[config.mk]
export PLATFORM = sky130hd
export DESIGN_NAME = pulpino_boot_seq
export DESIGN_NICKNAME = d
export VERILOG_FILES = /design/src/rtl/pulpino_boot_seq.sv
export SDC_FILE = /design/constraint.sdc
export NUM_CORES = 1
export LEC_CHECK = 0
export CELL_PAD_IN_SITES_DETAIL_PLACEMENT = 1
export CELL_PAD_IN_SITES_GLOBAL_PLACEMENT = 1
export CORE_MARGIN = 2
export CORE_UTILIZATION = 43
export DETAILED_ROUTE_END_ITERATION = 7
export DONT_BUFFER_PORTS = 1
export PLACE_DENSITY_LB_ADDON = 0.1
export SKIP_CTS_REPAIR_TIMING = 1
export SLEW_MARGIN = 5
export SYNTH_ARGS = -nofsm -noshare
export SYNTH_HDL_FRONTEND = slang
export SYNTH_SLANG_ARGS = --single-unit
[constraint.sdc]
create_clock -name clk -period 2.1 [get_ports clk]
set_clock_uncertainty 0.15 [all_clocks]
set_input_delay 0.42 -clock clk [delete_from_list [all_inputs] [get_ports clk]]
set_output_delay 0.42 -clock clk [all_outputs]
set_load 0.02 [all_outputs]
[src/rtl/pulpino_boot_seq.sv]
// Purpose: PULPino board bring-up: core clock divider with phase tick, timed core reset, debounced fetch-enable run/halt FSM, heartbeat LED.
// Latency: FSM outputs are registered and change only on the tick edge (core_clk_o falling); the button takes 2 sync + DEBOUNCE_CYCLES clk.
// Backpressure: none; all inputs are levels or single-cycle pulses with no handshake.
// Optional: define PULPINO_BOOT_SEQ_WDOG_EN to build in the RUN-state watchdog (WDOG_TICKS, wdog_kick_i, wdog_trip_o).
module pulpino_boot_seq #(
  parameter int CLK_DIV         = 11,
  parameter int RST_HOLD_CYCLES = 1024,
  parameter int DEBOUNCE_CYCLES = 50000,
  parameter int HB_PERIOD       = 50000000,
  parameter int WDOG_TICKS      = 65536
) (
  input  logic       clk,
  input  logic       rst,
  input  logic       soft_rst_i,
  input  logic       fetch_req_n_i,
  input  logic       halt_i,
  input  logic       wdog_kick_i,
  output logic       core_clk_o,
  output logic       tick_o,
  output logic       core_rst_n_o,
  output logic       fetch_enable_o,
  output logic [1:0] state_o,
  output logic       heartbeat_o,
  output logic       wdog_trip_o
);

  typedef enum logic [1:0] {
    ST_HOLD = 2'd0,
    ST_WAIT = 2'd1,
    ST_RUN  = 2'd2,
    ST_HALT = 2'd3
  } state_e;

  // Counters are sized to their terminal value; a limit of 1 still needs one bit.
  localparam int DIV_W  = (CLK_DIV > 1) ? $clog2(CLK_DIV) : 1;
  localparam int HOLD_W = (RST_HOLD_CYCLES > 1) ? $clog2(RST_HOLD_CYCLES) : 1;
  localparam int DEB_W  = (DEBOUNCE_CYCLES > 1) ? $clog2(DEBOUNCE_CYCLES) : 1;
  localparam int HB_W   = (HB_PERIOD > 1) ? $clog2(HB_PERIOD) : 1;

  localparam logic [DIV_W-1:0]  DIV_LAST  = DIV_W'(CLK_DIV - 1);
  localparam logic [HOLD_W-1:0] HOLD_LAST = HOLD_W'(RST_HOLD_CYCLES - 1);
  localparam logic [DEB_W-1:0]  DEB_LAST  = DEB_W'(DEBOUNCE_CYCLES - 1);
  localparam logic [HB_W-1:0]   HB_LAST   = HB_W'(HB_PERIOD - 1);
  localparam logic [HB_W-1:0]   HB_HALF   = HB_W'(HB_PERIOD / 2);

  logic [DIV_W-1:0]  div_cnt_q, div_cnt_d;
  logic              core_clk_q, core_clk_d;
  logic              tick;
  logic              sync1_q, sync2_q;
  logic              deb_req_q, deb_req_d;
  logic [DEB_W-1:0]  deb_cnt_q, deb_cnt_d;
  logic              req_sync;
  state_e            state_q, state_d;
  logic [HOLD_W-1:0] hold_cnt_q, hold_cnt_d;
  logic              core_rst_n_q, core_rst_n_d;
  logic              fetch_en_q, fetch_en_d;
  logic [HB_W-1:0]   hb_cnt_q, hb_cnt_d;
  logic              hb_q, hb_d;
  logic              wdog_fire;

  // Divider: core clock toggles each time the phase counter wraps.
  always_comb begin
    div_cnt_d  = div_cnt_q + DIV_W'(1);
    core_clk_d = core_clk_q;
    if (div_cnt_q == DIV_LAST) begin
      div_cnt_d  = '0;
      core_clk_d = ~core_clk_q;
    end
  end

  // Divider state; keeps running through soft reset.
  always_ff @(posedge clk) begin
    if (rst) begin
      div_cnt_q  <= '0;
      core_clk_q <= 1'b0;
    end else begin
      div_cnt_q  <= div_cnt_d;
      core_clk_q <= core_clk_d;
    end
  end

  // Tick marks the clk cycle whose closing edge is the core clock falling edge.
  assign tick = (div_cnt_q == DIV_LAST) && core_clk_q;

  // Debounce: the request only flips after the synced button differs for DEBOUNCE_CYCLES cycles in a row.
  assign req_sync = ~sync2_q;
  always_comb begin
    deb_cnt_d = '0;
    deb_req_d = deb_req_q;
    if (req_sync != deb_req_q) begin
      if (deb_cnt_q == DEB_LAST) begin
        deb_req_d = req_sync;
      end else begin
        deb_cnt_d = deb_cnt_q + DEB_W'(1);
      end
    end
  end

  // Synchronizer and debounce state, every clk cycle.
  always_ff @(posedge clk) begin
    if (rst) begin
      sync1_q   <= 1'b1;
      sync2_q   <= 1'b1;
      deb_req_q <= 1'b0;
      deb_cnt_q <= '0;
    end else begin
      sync1_q   <= fetch_req_n_i;
      sync2_q   <= sync1_q;
      deb_req_q <= deb_req_d;
      deb_cnt_q <= deb_cnt_d;
    end
  end

`ifdef PULPINO_BOOT_SEQ_WDOG_EN
  localparam int WD_W = (WDOG_TICKS > 1) ? $clog2(WDOG_TICKS) : 1;
  localparam logic [WD_W-1:0] WD_LAST = WD_W'(WDOG_TICKS - 1);

  logic [WD_W-1:0] wdog_cnt_q, wdog_cnt_d;
  logic            wdog_trip_q;

  // Trip fires on a RUN tick that reaches the limit unless a kick or soft reset lands in the same cycle.
  assign wdog_fire = tick && (state_q == ST_RUN) && !wdog_kick_i && !soft_rst_i && (wdog_cnt_q == WD_LAST);

  // Watchdog counts RUN ticks since the last kick; cleared outside RUN and whenever the FSM leaves via a tick.
  always_comb begin
    wdog_cnt_d = wdog_cnt_q;
    if ((state_q != ST_RUN) || wdog_kick_i || (tick && (soft_rst_i || wdog_fire))) begin
      wdog_cnt_d = '0;
    end else if (tick) begin
      wdog_cnt_d = wdog_cnt_q + WD_W'(1);
    end
  end

  // Watchdog state; the trip flag is sticky until rst.
  always_ff @(posedge clk) begin
    if (rst) begin
      wdog_cnt_q  <= '0;
      wdog_trip_q <= 1'b0;
    end else begin
      wdog_cnt_q  <= wdog_cnt_d;
      wdog_trip_q <= wdog_trip_q | wdog_fire;
    end
  end

  assign wdog_trip_o = wdog_trip_q;
`else
  logic unused_wdog;
  assign unused_wdog = wdog_kick_i ^ (WDOG_TICKS == 0);
  assign wdog_fire   = 1'b0;
  assign wdog_trip_o = 1'b0;
`endif

  // Run/halt FSM next state; only tick cycles advance it so outputs move with core clock falling edges.
  always_comb begin
    state_d    = state_q;
    hold_cnt_d = hold_cnt_q;
    if (tick) begin
      if (soft_rst_i || wdog_fire) begin
        state_d    = ST_HOLD;
        hold_cnt_d = '0;
      end else begin
        case (state_q)
          ST_HOLD: begin
            if (hold_cnt_q == HOLD_LAST) begin
              state_d    = ST_WAIT;
              hold_cnt_d = '0;
            end else begin
              hold_cnt_d = hold_cnt_q + HOLD_W'(1);
            end
          end
          ST_WAIT: if (deb_req_q) state_d = ST_RUN;
          ST_RUN:  if (halt_i) state_d = ST_HALT;
          ST_HALT: if (!halt_i) state_d = deb_req_q ? ST_RUN : ST_WAIT;
          default: state_d = ST_HOLD;
        endcase
      end
    end
    core_rst_n_d = (state_d != ST_HOLD);
    fetch_en_d   = (state_d == ST_RUN);
  end

  // FSM state and its registered core-facing outputs.
  always_ff @(posedge clk) begin
    if (rst) begin
      state_q      <= ST_HOLD;
      hold_cnt_q   <= '0;
      core_rst_n_q <= 1'b0;
      fetch_en_q   <= 1'b0;
    end else begin
      state_q      <= state_d;
      hold_cnt_q   <= hold_cnt_d;
      core_rst_n_q <= core_rst_n_d;
      fetch_en_q   <= fetch_en_d;
    end
  end

  // Heartbeat: high for the first half of each period, registered from the next count.
  always_comb begin
    hb_cnt_d = (hb_cnt_q == HB_LAST) ? '0 : hb_cnt_q + HB_W'(1);
    hb_d     = (hb_cnt_d < HB_HALF);
  end

  // Heartbeat state.
  always_ff @(posedge clk) begin
    if (rst) begin
      hb_cnt_q <= '0;
      hb_q     <= 1'b1;
    end else begin
      hb_cnt_q <= hb_cnt_d;
      hb_q     <= hb_d;
    end
  end

  assign core_clk_o     = core_clk_q;
  assign tick_o         = tick;
  assign core_rst_n_o   = core_rst_n_q;
  assign fetch_enable_o = fetch_en_q;
  assign state_o        = state_q;
  assign heartbeat_o    = hb_q;

endmodule

==> impl_metrics.json, run 1 <==
{
  "area.growth.synth_to_final_pct": 25.1,
  "pwr_density_cell_mw_per_mm2": 642,
  "grt_pass1_vias": 2642,
  "finalNonFillerCells": 507,
  "synth_most_common_cell": "nor2_1",
  "synth_top_area_share_pct": 43.1,
  "syn_inst": 355,
  "insertion_delay_ps": 350,
  "die_width_um": 87.8,
  "clockBufferDepth": 2,
  "violations": "setup timing",
  "wl_per_cell_um": 14.8,
  "final_cell_area_mm2": 0.00377,
  "hpwl_mm": 5.13,
  "synthArstFlopShare_pct": 0,
  "hold_class": "input pin to register",
  "die_area_mm2": 0.00770,
  "place_inst": 484,
  "grt_start_max_net_pins": 21,
  "synth_area_per_cell_um2": 8.50,
  "cts_buffers": 9,
  "yosysWarnings": 0,
  "drc": 0,
  "drive_gt1_share_pct": 24.8,
  "cap_violations": 0,
  "cp_max_fo": 4,
  "grt_overflow": 0,
  "ys.flop_type": "dfxtp_1",
  "setup_viol": 1,
  "routed_via_density": 5.12,
  "leakagePower_nw": 1.40,
  "dr_total_vias": 2598,
  "startpoint_type": "register",
  "io_pins": 14,
  "cts_root_buffer": "clkbuf_8",
  "grt_usage_pct": 20.3,
  "routed_wl_mm": 7.49,
  "fmax_mhz": 443,
  "antenna_left": 0,
  "synth_area_leader_cell": "dfxtp_1",
  "slew_viol_final": 0,
  "placed_cell_area_mm2": 0.00341,
  "routabilityCongestion": 0.869,
  "synth_area_leaders": "dfxtp_1 (43%), nor2_1 (8.8%), xor2_1 (6.7%)",
  "hold_viol_final": 0,
  "worst_pin_slew_ps": 621,
  "die_h_um": 87.8,
  "relSlewSlack_pct": 58.5,
  "fin_crit_sh_pct": 108,
  "htreeDepth": 3,
  "synth_edf_count": 0,
  "synthTopCellsByCount": "nor2_1 (71), dfxtp_1 (65), nand2_1 (29)",
  "drt_iter0_markers": 41,
  "worst_slack_ps": -158,
  "ir_worst_vdd_mv": 0.340,
  "period_minus_slack_ps": 2260,
  "core_area_mm2": 0.00679,
  "ys_seq_area_share_pct": 43.1,
  "clk_pin_slew_ps": 70,
  "place_ws_ps": -176,
  "cts.sinks": 65,
  "status": "finished with violations",
  "required_ps": 2230,
  "ys_types": 53,
  "holdWs_ps": 28.7,
  "grt_pass1_wl_mm": 12.2,
  "start_util_pct": 44.4,
  "port_buffers": 0,
  "fillCellCount": 825,
  "antenna_found_initial": 0,
  "rsz0062_at_grt": "yes",
  "synth.net_count": 366,
  "critPathCaptureType": "register",
  "fin_setup_tns_ps": -158,
  "fin_nets": 417,
  "synth_area_mm2": 0.00302,
  "firstDrtPassIters": 4,
  "diodes": 0,
  "cts_tree": "built",
  "ys_ff_latch": 65,
  "fin_util_pct": 55.5,
  "placementRows": 30,
  "critPathKind": "register to register",
  "total_power_mw": 2.42,
  "arrival_ps": 2380
}
## worst max-delay path, stage by stage, from the launching register on
cell and delay, ps:
dfxtp_1 330, buf_4 150, nor3_1 290, nand4_1 210, nor4_4 220, buf_4 170
a31oi_1 40, o21ai_0 270, o2111ai_2 210, a31oi_1 160
## final timing paths
check | start | to | slack (ps) | depth (start not counted)
worst max-delay path | hb_cnt_q[8] | heartbeat_o | -160 | 9
worst min-delay path | rst | sync2_q | 30 | 1
worst min register to register | sync1_q | sync2_q | 270 | 1
worst max register to register | hb_cnt_q[8] | heartbeat_o | -160 | 9
## power by group
group          switching, mW  internal (mW)
combinational         0.0331         0.0276
clock                  0.523          0.582
sequential           0.00991           1.24
## registers in the layout, summed over array words and instances (netlist names)
signal          count
hb_cnt_q           26
deb_cnt_q          16
hold_cnt_q         10
div_cnt_q           4
state_o             2
core_clk_o          1
core_rst_n_o        1
deb_req_q           1
fetch_enable_o      1
heartbeat_o         1
sync1_q             1
sync2_q             1
## cell usage in the layout, fill, tap and decap left out, types with 3 or more instances in the layout
| cell | n |
|---|---|
| nor2_1 | 70 |
| nor3_1 | 7 |
| buf_4 | 53 |
| xnor2_1 | 20 |
| nand3_1 | 16 |
| inv_1 | 7 |
| xor2_1 | 22 |
| and3_1 | 11 |
| o21ai_0 | 10 |
| nand2_1 | 28 |
| nand4_1 | 13 |
| ha_1 | 3 |
| dfxtp_1 | 62 |
| clkbuf_8 | 10 |
| or3_1 | 4 |
| a21oi_1 | 6 |
| clkinvlp_4 | 3 |
| a31oi_1 | 3 |
## metal layers
layer	GRT usage, %	wire length [um]	vias to the layer above
li1	-	-	1309
met1	24.1	3430	1259
met2	36.1	3800	22
met3	3.20	176	8
met4	8.39	78	0
met5	0	0	-
## cell families after synthesis
kind of cell	count (synthesis)	share of synthesized area, %
and+or+nand+nor	184	30.6
DFF	65	43.1
xor gates and xnor gates	44	13.0
AOI/OAI and AO/OA	31	6.39
buffers and inverters	22	3.61
adders and majority gates	5	2.07
muxes	3	1.04
other	1	0.124
## layout make-up
cell class | count | area [um2] | area share (%)
Clock buffer | 10 | 138 | 3.65
Clock inverter | 6 | 66.3 | 1.76
Inverter | 8 | 32.5 | 0.862
Multi-Input combinational cell | 268 | 1700 | 45.1
Sequential cell | 65 | 1310 | 34.7
Tap cell | 96 | 120 | 3.18
Timing Repair Buffer | 54 | 408 | 10.8
Note: power is estimated with default switching activity, not from simulation.
==> run 2, diff against run 1 <==
- RECOVER_POWER: default -> 100
==> impl_metrics.json, run 2 (synthesis results as in run 1) <==
{
  "area.growth.synth_to_final_pct": 24.7,
  "setup_viol": 1,
  "antenna_left": 0,
  "largest_register_ffs": 26,
  "grt_pass1_wl_mm": 12.2,
  "clk_pin_slew_ps": 70,
  "total_power_mw": 2.42,
  "drc": 0,
  "cts_buffers": 9,
  "worst_pin_slew_ps": 626,
  "wl_per_cell_um": 14.7,
  "final_common_cell": "nor2_1",
  "hpwl_mm": 5.13,
  "cts_root_buffer": "clkbuf_8",
  "placed_cell_area_mm2": 0.00341,
  "holdWs_ps": 29.1,
  "die_width_um": 87.8,
  "drive_gt1_share_pct": 24.1,
  "pwr_density_cell_mw_per_mm2": 643,
  "fin_crit_sh_pct": 107,
  "cts_tree": "built",
  "largestRegisters": "hb_cnt_q (26), deb_cnt_q (16), hold_cnt_q (10)",
  "diodes": 0,
  "placementRows": 30,
  "hold_viol_final": 0,
  "final_cell_area_mm2": 0.00376,
  "leakagePower_nw": 1.39,
  "slew_viol_final": 0,
  "htreeDepth": 3,
  "cts.sinks": 65,
  "grt_usage_pct": 20.3,
  "routabilityCongestion": 0.869,
  "critPathKind": "register to register",
  "grt_overflow": 0,
  "ir_worst_vdd_mv": 0.340,
  "fin_nets": 417,
  "worst_slack_ps": -154,
  "cp_max_fo": 4,
  "io_pins": 14,
  "fmax_mhz": 444,
  "largest_register": "hb_cnt_q",
  "period_minus_slack_ps": 2250,
  "cap_violations": 0,
  "port_buffers": 0,
  "startpoint_type": "register",
  "rsz0062_at_grt": "yes",
  "hold_class": "input pin to register",
  "core_area_mm2": 0.00679,
  "die_h_um": 87.8,
  "layout.cells.most_common_list": "nor2_1 (70), dfxtp_1 (62), buf_4 (50), nand2_1 (28), xor2_1 (22)",
  "die_area_mm2": 0.00770,
  "place_ws_ps": -176,
  "grt_pass1_vias": 2642,
  "required_ps": 2180,
  "insertion_delay_ps": 350,
  "clockBufferDepth": 2,
  "routed_via_density": 5.12,
  "start_util_pct": 44.4,
  "critPathCaptureType": "register",
  "grt_start_max_net_pins": 21,
  "violations": "setup timing",
  "firstDrtPassIters": 4,
  "antenna_found_initial": 0,
  "drt_iter0_markers": 42,
  "routed_wl_mm": 7.47,
  "arrival_ps": 2330,
  "relSlewSlack_pct": 58.2,
  "status": "finished with violations",
  "dr_total_vias": 2595
}
## run 2: changes by cell type in the layout (fill, tap and decap cells not counted), sizes merged
cell,delta
buf,-3
clkbuf,+3
## run 2: metal layers
metal / routed length, um / part of all wire, % / vias up / GRT usage, %
met4: 78 / 1.0 / 0 / 8.39
li1: - / - / 1309 / -
met1: 3430 / 46 / 1254 / 24.1
met2: 3800 / 51 / 24 / 36.1
met3: 165 / 2.2 / 8 / 3.20
met5: 0 / 0 / - / 0
## run 2: final timing paths
kind	startpoint	end	slack, ps	cells past startpoint
hold reg to reg	sync1_q	sync2_q	270	1
setup reg to reg	hb_cnt_q[0]	heartbeat_o	-150	8
setup / recovery	hb_cnt_q[0]	heartbeat_o	-150	8
hold / removal	rst	sync2_q	30	1
## run 2: area by class of cell
class                      count  area, um2
sequential                    65       1310
tap                           96        120
fill                         829       3030
multi-input combinational    268       1700
clock inverter                 6       66.3
inverter                       8       32.5
timing repair buffer          54        397
clock buffer                  10        138
## run 2: per-stage QoR
stage / util, % / cells / setup TNS, ps
final: 55.4 / 507 / -154
after global routing: 55.4 / 507 / -292
after CTS: 53.2 / 500 / -1150
after detailed placement: 50.2 / 484 / -1030
after global placement: 50.2 / 484 / -859
after floorplan: - / 355 / -55.1
## run 2: report_power, final
part           leakage, nW  internal, mW  switching, mW  total, mW
clock               0.0949         0.582          0.522       1.10
sequential           0.526          1.24        0.00993       1.25
combinational        0.767        0.0275         0.0331     0.0605
## run 2: worst max-delay path: stages, from the launching register on
cell and delay (ps):
dfxtp_2 330, ha_2 170, and2_4 180, nand4_4 130, xor2_2 180, or3_1 350, or4_4 430, o2111ai_2 100
a31oi_1 110
